[config.mk]
export PLATFORM = sky130hd
export DESIGN_NAME = instr_encoder
export DESIGN_NICKNAME = d
export VERILOG_FILES = /design/src/rtl/riscv_pkg.sv /design/src/rtl/instr_pack.sv /design/src/rtl/instr_encoder.sv
export SDC_FILE = /design/constraint.sdc
export NUM_CORES = 1
export LEC_CHECK = 0
export ABC_AREA = 1
export BUFFER_PORTS_ARGS = -buffer_cell sky130_fd_sc_hd__buf_4
export CAP_MARGIN = 25
export CORE_AREA = 2 2 126 128
export CTS_CLUSTER_DIAMETER = 150
export DETAILED_ROUTE_END_ITERATION = 8
export DIE_AREA = 0 0 128 130
export SYNTH_ARGS = -nofsm -noshare
export SYNTH_HDL_FRONTEND = slang
export SYNTH_SLANG_ARGS = --single-unit
[constraint.sdc]
create_clock -name clk -period 2.2 [get_ports clk]
set_input_delay 0.44 -clock clk [delete_from_list [all_inputs] [get_ports clk]]
set_output_delay 0.44 -clock clk [all_outputs]
set_load 0.05 [all_outputs]
[src/rtl/riscv_pkg.sv]
// Shared RISC-V encoding definitions: instruction formats, major opcodes,
// immediate ranges and the loader FSM state type.
package riscv_pkg;

  typedef enum logic [2:0] {
    FMT_R = 3'd0,
    FMT_I = 3'd1,
    FMT_S = 3'd2,
    FMT_B = 3'd3,
    FMT_U = 3'd4,
    FMT_J = 3'd5
  } fmt_e;

  localparam logic [6:0] OP_IMM    = 7'b0010011;
  localparam logic [6:0] OP_LOAD   = 7'b0000011;
  localparam logic [6:0] OP_STORE  = 7'b0100011;
  localparam logic [6:0] OP_BRANCH = 7'b1100011;
  localparam logic [6:0] OP_JAL    = 7'b1101111;
  localparam logic [6:0] OP_JALR   = 7'b1100111;
  localparam logic [6:0] OP_LUI    = 7'b0110111;

  // Signed immediate limits; B and J offsets must also be even.
  localparam int IMM12_MIN = -2048;
  localparam int IMM12_MAX = 2047;
  localparam int IMMB_MIN  = -4096;
  localparam int IMMB_MAX  = 4094;
  localparam int IMMJ_MIN  = -(1 << 20);
  localparam int IMMJ_MAX  = (1 << 20) - 2;

  typedef enum logic [1:0] {
    ST_IDLE = 2'd0,
    ST_RUN  = 2'd1,
    ST_DONE = 2'd2,
    ST_ERR  = 2'd3
  } state_e;

  function automatic logic in_range(input logic [31:0] v, input int lo, input int hi);
    return ($signed(v) >= lo) && ($signed(v) <= hi);
  endfunction

endpackage

[src/rtl/instr_pack.sv]
// Combinational field packer: scatters the immediate into its format-specific
// bit positions and flags encodings that cannot be represented.
// Optional range checking is compiled in with ENC_RANGE_CHECK_EN.
module instr_pack
  import riscv_pkg::*;
(
  input  logic [2:0]  fmt,
  input  logic [6:0]  opcode,
  input  logic [4:0]  rd,
  input  logic [4:0]  rs1,
  input  logic [4:0]  rs2,
  input  logic [2:0]  funct3,
  input  logic [6:0]  funct7,
  input  logic [31:0] imm,
  output logic [31:0] word,
  output logic        violation
);

  always_comb begin
    word      = '0;
    violation = 1'b0;
    case (fmt_e'(fmt))
      FMT_R: word = {funct7, rs2, rs1, funct3, rd, opcode};
      FMT_I: begin
        word = {imm[11:0], rs1, funct3, rd, opcode};
`ifdef ENC_RANGE_CHECK_EN
        violation = !in_range(imm, IMM12_MIN, IMM12_MAX);
`endif
      end
      FMT_S: begin
        word = {imm[11:5], rs2, rs1, funct3, imm[4:0], opcode};
`ifdef ENC_RANGE_CHECK_EN
        violation = !in_range(imm, IMM12_MIN, IMM12_MAX);
`endif
      end
      FMT_B: begin
        word = {imm[12], imm[10:5], rs2, rs1, funct3, imm[4:1], imm[11], opcode};
`ifdef ENC_RANGE_CHECK_EN
        violation = !in_range(imm, IMMB_MIN, IMMB_MAX) || imm[0];
`endif
      end
      FMT_U: begin
        word = {imm[31:12], rd, opcode};
`ifdef ENC_RANGE_CHECK_EN
        violation = (imm[11:0] != 12'd0);
`endif
      end
      FMT_J: begin
        word = {imm[20], imm[10:1], imm[11], imm[19:12], rd, opcode};
`ifdef ENC_RANGE_CHECK_EN
        violation = !in_range(imm, IMMJ_MIN, IMMJ_MAX) || imm[0];
`endif
      end
      default: violation = 1'b1;
    endcase
  end

endmodule

[src/rtl/instr_encoder.sv]
// Streaming instruction encoder / IMEM loader: packs field sets and writes them
// to consecutive word addresses. ENC_RANGE_CHECK_EN enables immediate checks.
module instr_encoder
  import riscv_pkg::*;
#(
  parameter int ADDR_W = 10,
  parameter int LEN_W  = 8
) (
  input  logic              clk,
  input  logic              reset,
  input  logic              start,
  input  logic [ADDR_W-1:0] base,
  input  logic [LEN_W-1:0]  len,
  input  logic              in_valid,
  output logic              in_ready,
  input  logic [2:0]        fmt,
  input  logic [6:0]        opcode,
  input  logic [4:0]        rd,
  input  logic [4:0]        rs1,
  input  logic [4:0]        rs2,
  input  logic [2:0]        funct3,
  input  logic [6:0]        funct7,
  input  logic [31:0]       imm,
  output logic              mem_we,
  output logic [ADDR_W-1:0] mem_addr,
  output logic [31:0]       mem_wdata,
  input  logic              mem_ready,
  output logic              busy,
  output logic              done,
  output logic              err,
  output logic [LEN_W-1:0]  err_idx
);

  state_e            state_reg, state_next;
  logic [LEN_W-1:0]  count_reg, len_reg, err_idx_reg;
  logic [ADDR_W-1:0] addr_reg;
  logic [31:0]       wdata_reg;
  logic              we_reg, err_reg;
  logic [31:0]       word;
  logic              violation;
  logic              accept, start_ok, write_done;
  logic              unused_base;

  instr_pack u_pack (
    .fmt      (fmt),
    .opcode   (opcode),
    .rd       (rd),
    .rs1      (rs1),
    .rs2      (rs2),
    .funct3   (funct3),
    .funct7   (funct7),
    .imm      (imm),
    .word     (word),
    .violation(violation)
  );

  // Word alignment is forced, so the low base bits never reach the address.
  assign unused_base = ^base[1:0];

  assign in_ready   = (state_reg == ST_RUN) && (!we_reg || mem_ready) && (count_reg < len_reg);
  assign accept     = in_valid && in_ready;
  assign start_ok   = start && (state_reg != ST_RUN);
  assign write_done = we_reg && mem_ready;

  always_comb begin
    state_next = state_reg;
    case (state_reg)
      ST_RUN: begin
        if (accept && violation)
          state_next = ST_ERR;
        else if (write_done && (count_reg == len_reg))
          state_next = ST_DONE;
      end
      default: begin
        if (start)
          state_next = (len == '0) ? ST_DONE : ST_RUN;
      end
    endcase
  end

  always_ff @(posedge clk or posedge reset) begin
    if (reset) begin
      state_reg   <= ST_IDLE;
      count_reg   <= '0;
      len_reg     <= '0;
      addr_reg    <= '0;
      wdata_reg   <= '0;
      we_reg      <= 1'b0;
      err_reg     <= 1'b0;
      err_idx_reg <= '0;
    end else begin
      state_reg <= state_next;
      if (start_ok) begin
        len_reg     <= len;
        count_reg   <= '0;
        addr_reg    <= {base[ADDR_W-1:2], 2'b00};
        we_reg      <= 1'b0;
        err_reg     <= 1'b0;
        err_idx_reg <= '0;
      end else begin
        if (write_done)
          addr_reg <= addr_reg + ADDR_W'(4);
        // A rejected word leaves its write slot empty.
        if (accept) begin
          if (violation) begin
            we_reg      <= 1'b0;
            err_reg     <= 1'b1;
            err_idx_reg <= count_reg;
          end else begin
            we_reg    <= 1'b1;
            wdata_reg <= word;
            count_reg <= count_reg + LEN_W'(1);
          end
        end else if (mem_ready) begin
          we_reg <= 1'b0;
        end
      end
    end
  end

  assign mem_we    = we_reg;
  assign mem_addr  = addr_reg;
  assign mem_wdata = wdata_reg;
  assign busy      = (state_reg == ST_RUN);
  assign done      = (state_reg == ST_DONE);
  assign err       = err_reg;
  assign err_idx   = err_idx_reg;

endmodule
---- Word level (Yosys, flattened, before mapping) ----
Cells that the tools add are included.
storage, ports and cells
  output and inout port bits .............. 55
  word-level logic and storage cells ...... 66
  bits in registers ....................... 70
  input port bits ......................... 90
cells by class
  bitwise logic cells ..................... 1
  add/subtract/negate cells ............... 2
  eq/ne operators ......................... 11
  multiplexer cells ....................... 22
  reductions and logical operators ........ 21
  $lt $le $gt $ge ......................... 1
operators by type and width
  cell                                                                      number
  32-bit one-hot mux with 6 select lines                                    1
  8-bit two-way mux                                                         6
  10-bit two-way mux                                                        2
  10-bit by 3-bit adder with 10-bit output (second input constant)          1
  2-bit two-way mux                                                         5
  8-bit by 1-bit adder with 8-bit output (second input constant)            1
  8-bit equality test                                                       1
  8-bit logical NOT                                                         1
  8-bit less-than comparator                                                1
  1-bit two-way mux                                                         8
  2-bit nonzero test                                                        4
  1-bit logical AND                                                         7
  3-bit by 2-bit equality test with 1-bit output (second input constant)    2
  3-bit equality test (second input constant)                               2
  2-bit AND reduction                                                       3
  6-bit OR reduction                                                        1
  2-bit by 1-bit inequality test with 1-bit output (second input constant)  2
  3-bit by 1-bit equality test with 1-bit output (second input constant)    1
  3-bit logical NOT                                                         1
  3-bit by 1-bit inequality test with 1-bit output (second input constant)  1
  3-bit AND reduction                                                       1
  3-bit nonzero test                                                        1
  2-bit by 1-bit equality test with 1-bit output (second input constant)    1
  2-bit equality test (second input constant)                               1
  3 further kinds                                                           3

---- Logic depth before layout (Yosys ltp) ----
  depth after elaboration ................. 8
  gate-level depth with buffers ........... 13
  depth with buffers taken out ............ 13

---- By module ----
From an unflattened synthesis, not the netlist that was laid out.
second synthesis, totals
  cell total of the unflattened synthesis .. 518
  area total of the unflattened synthesis .. 3813.7 µm²
modules (own cells, without submodules)
  module         instances  seq. area each (µm²)  cells each  area an instance (µm²)
  instr_encoder  1          1701.6                390         3239.4
  instr_pack     1          0.0                   128         574.3

---- Least setup slack after synthesis ----
No wires, ideal clock.
  kind .................................... register to output
  start point ............................. reg count_reg[7]
  end point ............................... out in_ready
  arrival ................................. 1.568 ns
  data required time ...................... 1.760 ns
  setup slack ............................. 0.192 ns
  stages on the path, launching flop included .. 7
  cell sequence ........................... dfrtp_1 > ha_1 > a21oi_1 > nand3_2 > nor2_4 > and2_1 > buf_2
on the way
  longest elaborated chain between the ends .. 2
ends and longest elaborated chain
  item                        line                  text
  start, declared             instr_encoder.sv:35   logic [LEN_W-1:0] count_reg, len_reg, err_idx_reg;
  start signal, assigned      instr_encoder.sv:112  count_reg <= count_reg + LEN_W'(1);
  8-bit less-than comparator  instr_encoder.sv:60   assign in_ready = (state_reg == ST_RUN) && (!we_reg || mem_ready) && (count_reg < len_reg);
  1-bit logical AND           instr_encoder.sv:60
  end, declared               instr_encoder.sv:15   output logic in_ready,
Every way passes these cells.

---- Worst setup path in the final report ----
  start point ............................. reg count_reg[1]
  end point ............................... out in_ready
The elaborated chain is that of the path after synthesis.

==> results.yml <==
detailed_routing:
  drt.antenna.violating_nets: 0
  viasPerCell: 4.381
  routed_wirelength_um: 10690
  drtIter0Drc: 158
  num_vias: 3724
  wl_per_cell_um: 12.57
  post-route-drc-count: 0
  dr.pass1.iters: 4
setup_path:
  crit_type: "flip-flop to primary output"
  critical_path.cell_chain: "ha_1, nand2_1, nand2_1, nand2_1, nand2_1, nand2_1, and2_4, buf_8"
  critPathMaxStageDelay_ps: 420
  path_common_cell: "nand2_1"
  slowest_stage: "dfrtp_2"
  worstPathRequired_ps: 1760
  start_kind: "flip-flop"
  worst_setup_path_end_kind: "primary output"
  critical_path_arrival_ps: 1690
  cp_max_fo: 3
yosys:
  synth_edf_count: 0
  synth.top_cell.area_share_pct: 45.55
  synth_cells: 501
  synthesis.area_sq_mm: 0.003736
  synth-seq-area-share_pct: 45.55
  async_reset_ff_share_pct: 100.0
  yosys_warnings: 0
  ys_types: 38
  ys.flop_type: "dfrtp_1"
  syn_avg_cell_area_sq_um: 7.457
  synth_top_cell_by_area: "dfrtp_1"
  synthTopCellsByArea: "dfrtp_1 (46%), nand2_1 (21%), nand3_1 (6.0%)"
  synth-seq-cells: 68
cts:
  clock_path_buffers: 2
  cts_tree: "done"
  cts_root_buffer: "clkbuf_16"
  numCtsBuffers: 9
  clk_pin_slew_ps: 60
  clk-insertion-delay-late_ps: 330
  htree_num_levels: 3
  cts_num_sinks: 68
  holdBufCountCts: 0
global_routing:
  antenna_found_initial: 0
  grt_max_degree: 69
  grt_pass1_wl_um: 17340
  grt_pass1_vias: 3587
  grt.overflow.total: 0
  track_usage_pct: 13.19
floorplan:
  ios: 145
  die_area_sq_mm: 0.01664
  rows: 46
  core_sq_mm: 0.01542
  start_util_pct: 24.22
  dieWidth_um: 128
  die_y_um: 130
timing:
  finalCriticalPeriod_ps: 2127
  worst_pin_slew_ps: 537.2
  hold_viol_final: 0
  clock_skew_ps: 13.74
  max_clock_freq_mhz: 470.2
  maxSlewViolCount: 0
  period_share_pct: 96.66
  timing.setup.tns_ps: 0
  hold_ws_ps: 194.6
  setup_violations: 0
  slew_headroom_pct: 64.06
power_and_ir_drop:
  ir_drop_mv: 0.4374
  p_per_area_mw_per_mm2: 1261
  p_leak_nw: 2.964
finish:
  fin_nets: 753
  final_cell_mix: "nand2_1 (206), buf_4 (156), dfrtp_1 (66)"
  fill_cells: 1639
  stdcell_count: 850
  insertedDiodeCount: 0
  final_common_cell: "nand2_1"
  drive_gt1_share_pct: 29.94
  design_area_sq_mm: 0.005468
  area_growth_pct: 46.35
  ff_latch_area_sq_mm: 0.001704
  largest_register_ffs: 32
  multi_input_area_sq_mm: 0.001814
run:
  maxCapViolations: 0
placed_design:
  io_buffers: 140
  place_area_sq_mm: 0.005080
  dp_cells: 830
  gp_congestion: 0.7674
  dp_hpwl_um: 7737
hold_path:
  hp-class: "input pin to async pin"
status:
  status: "complete, no violations"
-- synthesized netlist by cell type, types with 2 or more instances --
cell type  count
buf_2          5
nand2_1      208
dfrtp_1       68
nand4_1       13
nand2_2        2
inv_1         40
o22ai_1        4
xnor2_1        2
clkbuf_1       9
xor2_1         5
o21ai_0       26
ha_1          10
nand3_1       45
clkinv_1       2
buf_4          3
a21oi_1        9
and2_1         2
nor3_1         2
buf_6          2
nor2_1        26
-- report_power, final --
part	switching, mW	total [mW]	leakage, nW	internal [mW]
Sequential	0.300	1.98	0.872	1.68
Combinational	2.34	3.46	1.95	1.12
Clock	0.573	1.46	0.143	0.888
Total	3.22	6.90	2.96	3.68
-- critical path, delay by kind of cell, from the launching register on --
kind	cells	cell delay, ps
adders and majority gates	1	310
buffers and inverters	1	140
DFF	1	420
and+or+nand+nor	6	490
-- per-stage QoR --
| step | setup slack [ps] | util, % | power [mW] |
|---|---|---|---|
| CTS | 2.413 | 35.16 | 6.918 |
| global route | -2.312 | 35.45 | 7.365 |
| detailed placement | 169.5 | 32.93 | 5.350 |
| finish | 73.45 | 35.45 | 6.897 |
| global placement | 166.0 | 32.93 | 5.322 |
| floorplan | 48.49 | - | 4.252 |
-- metal layers --
| layer | up-vias | global-route usage [%] | part of all wire [%] |
|---|---|---|---|
| met5 | - | 0 | 0 |
| met4 | 0 | 4.590 | 1.2 |
| met3 | 9 | 2.993 | 5.5 |
| met2 | 117 | 22.59 | 48 |
| met1 | 1691 | 16.47 | 46 |
| li1 | 1907 | - | - |
-- worst paths after layout --
path	from	to	slack, ps	depth (start not counted)
max reg2reg	count_reg[1]$_DFFE_PP0P_	count_reg[3]$_DFFE_PP0P_	370	12
max in group asynchronous	reset	count_reg[1]$_DFFE_PP0P_	1700	3
max	count_reg[1]$_DFFE_PP0P_	in_ready	70	8
min in group clk	base[2]	mem_addr[2]$_DFFE_PP0P_	340	3
min reg2reg	err_idx[6]$_DFFE_PP0P_	err_idx[6]$_DFFE_PP0P_	470	2
min	reset	len_reg[5]$_DFFE_PP0P_	190	3
-- cell families after synthesis --
family / after synthesis / share of synthesized area (%)
mux: 1 / 0.2679
compound gates: 45 / 6.497
other cells: 1 / 0.1004
xor+xnor: 7 / 1.641
simple gates: 306 / 35.37
fa+ha+maj: 10 / 3.349
buf+inv: 63 / 7.233
flops: 68 / 45.55
-- final cells by class --
type                    count  area share (%)
multi-input cells         371           33.18
flip-flops and latches     68           31.17
repair buffers            160           22.79
well taps                 192           4.394
clock buffers              10           4.188
inverters                  43           2.952
clock inverters             6           1.327
-- timing repair --
| action | CTS | global route |
|---|---|---|
| endpoints found under the setup margin | 1 | 1 |
| hold endpoints to repair | 0 | 0 |
| gates cloned | 0 | 0 |
| resized for setup | 5 | 10 |
| setup buffers | 2 | 2 |
| pin swaps | 2 | 4 |
No activity file was read; power rests on OpenSTA's default activity.
